### src/rtl/fir_pkg.sv
// Shared types and helpers for the fir_filter family: FSM states, output-width
// rule and the coefficient-list type used for reset coefficient parameters.
package fir_pkg;

  typedef enum logic [1:0] {IDLE, MAC, OUT} fir_state_e;

  localparam int FIR_MAX_TAPS = 64;

  // Unused trailing entries are ignored; entry 0 multiplies the newest sample.
  typedef int fir_coef_arr_t [FIR_MAX_TAPS];

  // Full-precision width of an (N+1)-tap sum of WX x WB products.
  function automatic int fir_width_y(input int wx, input int wb, input int n);
    return wx + wb + n + 1;
  endfunction

endpackage

### src/rtl/fir_mac.sv
// Signed multiply-accumulate with a registered product stage; sum_o is the
// accumulator plus the in-flight product, i.e. the total once en has dropped.
module fir_mac #(
  parameter int WIDTH_X = 4,
  parameter int WIDTH_B = 4,
  parameter int WIDTH_Y = 12
) (
  input  logic                      clk,
  input  logic                      rst,
  input  logic                      clr,
  input  logic                      en,
  input  logic signed [WIDTH_X-1:0] x,
  input  logic signed [WIDTH_B-1:0] b,
  output logic signed [WIDTH_Y-1:0] sum_o
);

  logic signed [WIDTH_Y-1:0] prod_d, prod_q;
  logic signed [WIDTH_Y-1:0] acc_d, acc_q;

  always_comb begin
    prod_d = '0;
    acc_d  = '0;
    if (!clr) begin
      if (en) prod_d = WIDTH_Y'(x) * WIDTH_Y'(b);
      acc_d = acc_q + prod_q;
    end
  end

  always_ff @(posedge clk) begin
    if (rst) begin
      prod_q <= '0;
      acc_q  <= '0;
    end else begin
      prod_q <= prod_d;
      acc_q  <= acc_d;
    end
  end

  assign sum_o = acc_q + prod_q;

endmodule

### src/rtl/fir_filter_mc.sv
// Time-multiplexed multi-channel FIR: one shared MAC, one tap per clock,
// per-channel delay lines, runtime-loadable coefficients, valid/ready streams.
module fir_filter_mc
  import fir_pkg::*;
#(
  parameter int            N        = 3,
  parameter int            WIDTH_X  = 4,
  parameter int            WIDTH_B  = 4,
  parameter int            CHANNELS = 2,
  parameter fir_coef_arr_t B        = '{0: 1, 1: 2, 2: 3, 3: 4, default: 0},
  localparam int           WIDTH_Y  = fir_width_y(WIDTH_X, WIDTH_B, N),
  localparam int           WIDTH_C  = (CHANNELS > 1) ? $clog2(CHANNELS) : 1,
  localparam int           WIDTH_A  = (N > 0) ? $clog2(N + 1) : 1
) (
  input  logic                      clk,
  input  logic                      rst,
  input  logic                      s_valid,
  output logic                      s_ready,
  input  logic signed [WIDTH_X-1:0] s_data,
  input  logic        [WIDTH_C-1:0] s_chan,
  output logic                      m_valid,
  input  logic                      m_ready,
  output logic signed [WIDTH_Y-1:0] m_data,
  output logic        [WIDTH_C-1:0] m_chan,
  input  logic                      coef_we,
  input  logic        [WIDTH_A-1:0] coef_addr,
  input  logic signed [WIDTH_B-1:0] coef_data
);

  // Counter runs to N+1: the extra step drains the MAC's product register.
  localparam int WIDTH_K = $clog2(N + 2);

  fir_state_e                state_d, state_q;
  logic        [WIDTH_K-1:0] k_d, k_q;
  logic        [WIDTH_C-1:0] chan_d, chan_q;
  logic signed [WIDTH_Y-1:0] m_data_d, m_data_q;
  logic        [WIDTH_C-1:0] m_chan_d, m_chan_q;
  logic signed [WIDTH_X-1:0] z_d [CHANNELS][N+1];
  logic signed [WIDTH_X-1:0] z_q [CHANNELS][N+1];
  logic signed [WIDTH_B-1:0] coef_d [N+1];
  logic signed [WIDTH_B-1:0] coef_q [N+1];

  logic                      chan_ok;
  logic        [WIDTH_A-1:0] tap;
  logic                      mac_clr, mac_en;
  logic signed [WIDTH_Y-1:0] mac_sum;

  assign chan_ok = (32'(s_chan) < CHANNELS);
  assign tap     = (k_q <= WIDTH_K'(N)) ? k_q[WIDTH_A-1:0] : '0;

  fir_mac #(
    .WIDTH_X (WIDTH_X),
    .WIDTH_B (WIDTH_B),
    .WIDTH_Y (WIDTH_Y)
  ) u_mac (
    .clk   (clk),
    .rst   (rst),
    .clr   (mac_clr),
    .en    (mac_en),
    .x     (z_q[chan_q][tap]),
    .b     (coef_q[tap]),
    .sum_o (mac_sum)
  );

  always_comb begin
    state_d  = state_q;
    k_d      = k_q;
    chan_d   = chan_q;
    m_data_d = m_data_q;
    m_chan_d = m_chan_q;
    z_d      = z_q;
    coef_d   = coef_q;
    mac_clr  = 1'b0;
    mac_en   = 1'b0;
    case (state_q)
      IDLE: begin
        if (coef_we && (32'(coef_addr) <= N)) coef_d[coef_addr] = coef_data;
        // Out-of-range channels complete the handshake and are dropped.
        if (s_valid && chan_ok) begin
          for (int k = 1; k <= N; k++) z_d[s_chan][k] = z_q[s_chan][k-1];
          z_d[s_chan][0] = s_data;
          chan_d  = s_chan;
          k_d     = '0;
          mac_clr = 1'b1;
          state_d = MAC;
        end
      end
      MAC: begin
        if (k_q == WIDTH_K'(N + 1)) begin
          m_data_d = mac_sum;
          m_chan_d = chan_q;
          state_d  = OUT;
        end else begin
          mac_en = 1'b1;
          k_d    = k_q + 1'b1;
        end
      end
      OUT: begin
        if (m_ready) state_d = IDLE;
      end
      default: state_d = IDLE;
    endcase
  end

  always_ff @(posedge clk) begin
    if (rst) begin
      state_q  <= IDLE;
      k_q      <= '0;
      chan_q   <= '0;
      m_data_q <= '0;
      m_chan_q <= '0;
      for (int c = 0; c < CHANNELS; c++)
        for (int k = 0; k <= N; k++) z_q[c][k] <= '0;
      for (int k = 0; k <= N; k++) coef_q[k] <= WIDTH_B'(B[k]);
    end else begin
      state_q  <= state_d;
      k_q      <= k_d;
      chan_q   <= chan_d;
      m_data_q <= m_data_d;
      m_chan_q <= m_chan_d;
      z_q      <= z_d;
      coef_q   <= coef_d;
    end
  end

  assign s_ready = (state_q == IDLE) && !rst;
  assign m_valid = (state_q == OUT);
  assign m_data  = m_data_q;
  assign m_chan  = m_chan_q;

endmodule

### config.mk
export PLATFORM = sky130hd
export DESIGN_NAME = fir_filter_mc
export DESIGN_NICKNAME = d
export VERILOG_FILES = /design/src/rtl/fir_pkg.sv /design/src/rtl/fir_mac.sv /design/src/rtl/fir_filter_mc.sv
export SDC_FILE = /design/constraint.sdc
export NUM_CORES = 1
export LEC_CHECK = 0
export ABC_AREA = 1
export ABC_CLOCK_PERIOD_IN_PS = 5800
export BUFFER_PORTS_ARGS = -buffer_cell sky130_fd_sc_hd__buf_2
export CAP_MARGIN = 20
export CORE_ASPECT_RATIO = 0.8
export CORE_UTILIZATION = 37
export DETAILED_ROUTE_END_ITERATION = 12
export GPL_ROUTABILITY_DRIVEN = 0
export PLACE_DENSITY_LB_ADDON = 0.05
export SLEW_MARGIN = 20
export SYNTH_ARGS = -nofsm -noshare
export SYNTH_HDL_FRONTEND = slang
export SYNTH_SLANG_ARGS = --single-unit
### constraint.sdc
create_clock -name clk -period 5.8 [get_ports clk]
set_input_delay 0.58 -clock clk [delete_from_list [all_inputs] [get_ports clk]]
set_output_delay 0.58 -clock clk [all_outputs]
set_load 0.05 [all_outputs]
==> PnR_summary.wiki <==
{| class="wikitable"
! Metric !! Value
|-
| Part of the Yosys area used for sequential elements || 37.17%
|-
| # Max-Cap Violations || 0
|-
| Sink count of the clock tree || 87
|-
| Setup Fix Bufs, Post-CTS || 0
|-
| Post-route standard cell area excluding fillers || 5235 µm²
|-
| Starting utilization of the core area || 38.25%
|-
| Vias in the first global route || 3,594
|-
| Worst-Skew Late Latency || 0.35 ns
|-
| # H-tree levels || 3
|-
| Length of the first detailed-routing pass in iterations || 4
|-
| Count of buffers inserted at the top-level ports || 30
|-
| # diodes || 0
|-
| Library cells used by synthesis || 37
|-
| Worst hold path startpoint || z_q[0]
|-
| Number of antenna violations at the first check in global routing || 0
|-
| Area after detailed placement || 4933 µm²
|-
| Worst voltage drop across the vdd grid || 0.0001591 V
|-
| Detailed Route Iter0 Violations || 263
|-
| Critical path's most frequent cell || sky130_fd_sc_hd__inv_1
|-
| Endpoint type of the worst setup path || register
|-
| Headroom to the max-slew limit || 40.39%
|-
| Wire length of the first global-routing pass || 18.50 mm
|-
| Average cell area after synthesis || 7.287 µm²
|-
| Setup-violating endpoint count in the final report || 0
|-
| Die area || 13,120 µm²
|-
| CP startpoint || k_q[0]
|-
| Syn Std Cell Area || 4686 µm²
|-
| CTS tree || built
|-
| Worst Setup Start Kind || register
|-
| Post-route insts no fill || 838
|-
| Most common cell after layout, fill and taps aside || sky130_fd_sc_hd__inv_1
|-
| Final Hold Slack || 0.4533 ns
|-
| Number of buffers on the longest clock path || 2
|-
| Residual DRC || 0
|-
| Crit path required time || 6.03 ns
|-
| Count of warnings emitted by yosys || 0
|-
| Critical path data arrival time || 5.01 ns
|-
| Slowest CP cell || sky130_fd_sc_hd__fa_1
|-
| Remaining number of nets flagged by the antenna check after routing || 0
|-
| Number of buffers added to fix hold violations after cts || 0
|-
| Total placed cells including tap cells || 822
|-
| Critical Path Max Stage Delay || 0.57 ns
|-
| Detailed-placement wirelength estimate || 8.328 mm
|-
| Unrepaired setup endpoints after global routing || false
|-
| Height of the die || 102.7 µm
|-
| Hold Violations, Final || 0
|-
| Inserted Clock Buffers || 9
|-
| R2R cell count || 28
|-
| Final setup skew || 0.01053 ns
|-
| Reg clk slew, reported paths || 0.06 ns
|-
| Root Buffer Master || sky130_fd_sc_hd__clkbuf_16
|-
| Total negative setup slack || 0 ns
|-
| Total leakage power || 2.456 nW
|-
| Wire length per cell || 13.20 µm
|-
| Setup slack, reg-to-reg || 1.02 ns
|-
| Time the final worst path needs with I/O delays and setup || 4.779 ns
|-
| Total nets after synthesis || 695
|-
| Max FO, Critical Path || 31
|-
| Row count || 36
|-
| Layout overhead on the synthesized area || 11.72%
|-
| Die X || 127.8 µm
|-
| Count of nets after finishing || 714
|-
| Via-per-instance ratio || 4.809
|-
| Outcome || completed
|-
| Final Cycle Share || 82.40%
|-
| Power per cell area || 320.5 nW/µm²
|-
| Post-synthesis register bit count || 87
|-
| Core footprint || 12,250 µm²
|-
| R2r startpoint || k_q[0]
|-
| Worst setup path class || reg -> reg
|-
| Total length of routed wires || 11.07 mm
|-
| Worst Max-Slew Pin Slew || 0.8941 ns
|-
| F_max || 209.2 MHz
|-
| IO Pins || 31
|-
| Instance count of the mapped netlist || 643
|-
| Min-Delay Path Class || reg -> reg
|-
| Post-cts sizing count || 0
|-
| Total gr overflow || 0
|-
| Power consumption || 1.678 mW
|-
| Routed vias || 4,030
|-
| Worst hold path stage count || 2
|-
| Ratio of cells with drive above 1 in the final layout || 10.19%
|-
| Pin count of the biggest net entering global routing || 39
|-
| Most used cells in the layout excluding fill and tap cells || sky130_fd_sc_hd__inv_1 (116), sky130_fd_sc_hd__dfxtp_1 (87), sky130_fd_sc_hd__nor2_1 (77)
|-
| Number of pins exceeding their max-slew limit in the final report || 0
|-
| Overall routing resource usage || 18.44%
|}
registers in the layout (all words and copies together) (netlist names):
register	cells
k_q	3
z_q	32
state_q	2
u_mac.acc_q	12
chan_q	1
m_chan	1
u_mac.prod_q	8
coef_q	16
m_data	12
worst max-delay path, delay by kind of cell (launching register included):
kind | cells | cell delay, ns
AOI/OAI and AO/OA | 2 | 0.15
adders and majority gates | 7 | 2.37
buffers and inverters | 7 | 0.52
DFF | 1 | 0.55
and+or+nand+nor | 12 | 1.05
final cells by class:
cell class / count / area (µm²)
clock inverter: 3 / 26.28
multi-input combinational: 416 / 2384
fill: 1307 / 7017
timing repair buffer: 31 / 157.7
clock buffer: 13 / 270.3
inverter: 117 / 441.7
tap: 171 / 214.0
sequential: 87 / 1742
layer usage:
metal	part of all wire (%)	wire length, µm	GRT usage, %
met1	54	6001	26.40
met2	40	4464	26.34
met3	4.2	469	5.086
met4	1.2	130	6.606
met5	0	0	0
stage by stage:
stage          worst slack (ns)  utilization [%]
2_1_floorplan             1.624                -
3_3_place_gp              1.188            40.27
3_5_place_dp              1.039            40.27
4_1_cts                   1.004            42.69
5_1_grt                  0.5180            42.73
6_report                  1.021            42.73
where the power goes:
| group | switching (mW) | internal [mW] | leakage, nW |
|---|---|---|---|
| clock | 0.244 | 0.328 | 0.146 |
| sequential | 0.0307 | 0.640 | 0.710 |
| combinational | 0.283 | 0.151 | 1.60 |
path summary, 6_finish.rpt:
check,to
worst min register to register,z_q[0]
worst max register to register,u_mac.prod_q[10]
worst min-delay path,z_q[0]
worst max-delay path,u_mac.prod_q[10]
synthesized netlist by cell type:
master | instances | area (µm²)
sky130_fd_sc_hd__fa_1 | 11 | 220.2
sky130_fd_sc_hd__or2_0 | 1 | 6.260
sky130_fd_sc_hd__a21o_1 | 2 | 15.01
sky130_fd_sc_hd__o22ai_1 | 2 | 12.51
sky130_fd_sc_hd__nor2_4 | 1 | 11.26
sky130_fd_sc_hd__o211a_1 | 1 | 10.01
sky130_fd_sc_hd__xor2_1 | 7 | 61.31
sky130_fd_sc_hd__ha_1 | 25 | 312.8
sky130_fd_sc_hd__or2_2 | 1 | 6.260
sky130_fd_sc_hd__buf_8 | 1 | 15.01
sky130_fd_sc_hd__buf_4 | 1 | 7.510
sky130_fd_sc_hd__or2_1 | 1 | 6.260
sky130_fd_sc_hd__nor2_2 | 1 | 6.260
sky130_fd_sc_hd__nand3_1 | 34 | 170.2
sky130_fd_sc_hd__dfxtp_1 | 87 | 1742
sky130_fd_sc_hd__a22oi_2 | 1 | 12.51
sky130_fd_sc_hd__nand4_1 | 4 | 25.02
sky130_fd_sc_hd__nand2_1 | 76 | 285.3
sky130_fd_sc_hd__nor2_1 | 77 | 289.0
sky130_fd_sc_hd__inv_1 | 116 | 435.4
sky130_fd_sc_hd__nand2_2 | 9 | 56.30
sky130_fd_sc_hd__o21ai_1 | 2 | 10.01
sky130_fd_sc_hd__nor3_2 | 1 | 10.01
sky130_fd_sc_hd__o21bai_1 | 1 | 7.510
sky130_fd_sc_hd__buf_6 | 2 | 22.52
sky130_fd_sc_hd__nand3_2 | 3 | 30.03
sky130_fd_sc_hd__o211ai_1 | 4 | 30.03
sky130_fd_sc_hd__a21oi_1 | 72 | 360.4
sky130_fd_sc_hd__nand2_4 | 2 | 22.52
sky130_fd_sc_hd__o21ai_0 | 67 | 335.3
sky130_fd_sc_hd__xnor2_1 | 2 | 17.52
sky130_fd_sc_hd__a211oi_1 | 2 | 15.01
sky130_fd_sc_hd__inv_4 | 1 | 6.260
sky130_fd_sc_hd__o21ai_2 | 1 | 8.760
sky130_fd_sc_hd__nor3_1 | 5 | 25.02
sky130_fd_sc_hd__buf_2 | 6 | 30.03
sky130_fd_sc_hd__clkbuf_1 | 13 | 48.80
cell families after synthesis:
logic type,synth area share [%]
XOR/XNOR,1.682
adder cells (fa/ha/maj),11.38
buffers and inverters,12.07
AO/OA/AOI/OAI,17.44
AND/OR/NAND/NOR,20.27
flip-flops,37.17
Note: power is estimated with default switching activity, not from simulation.
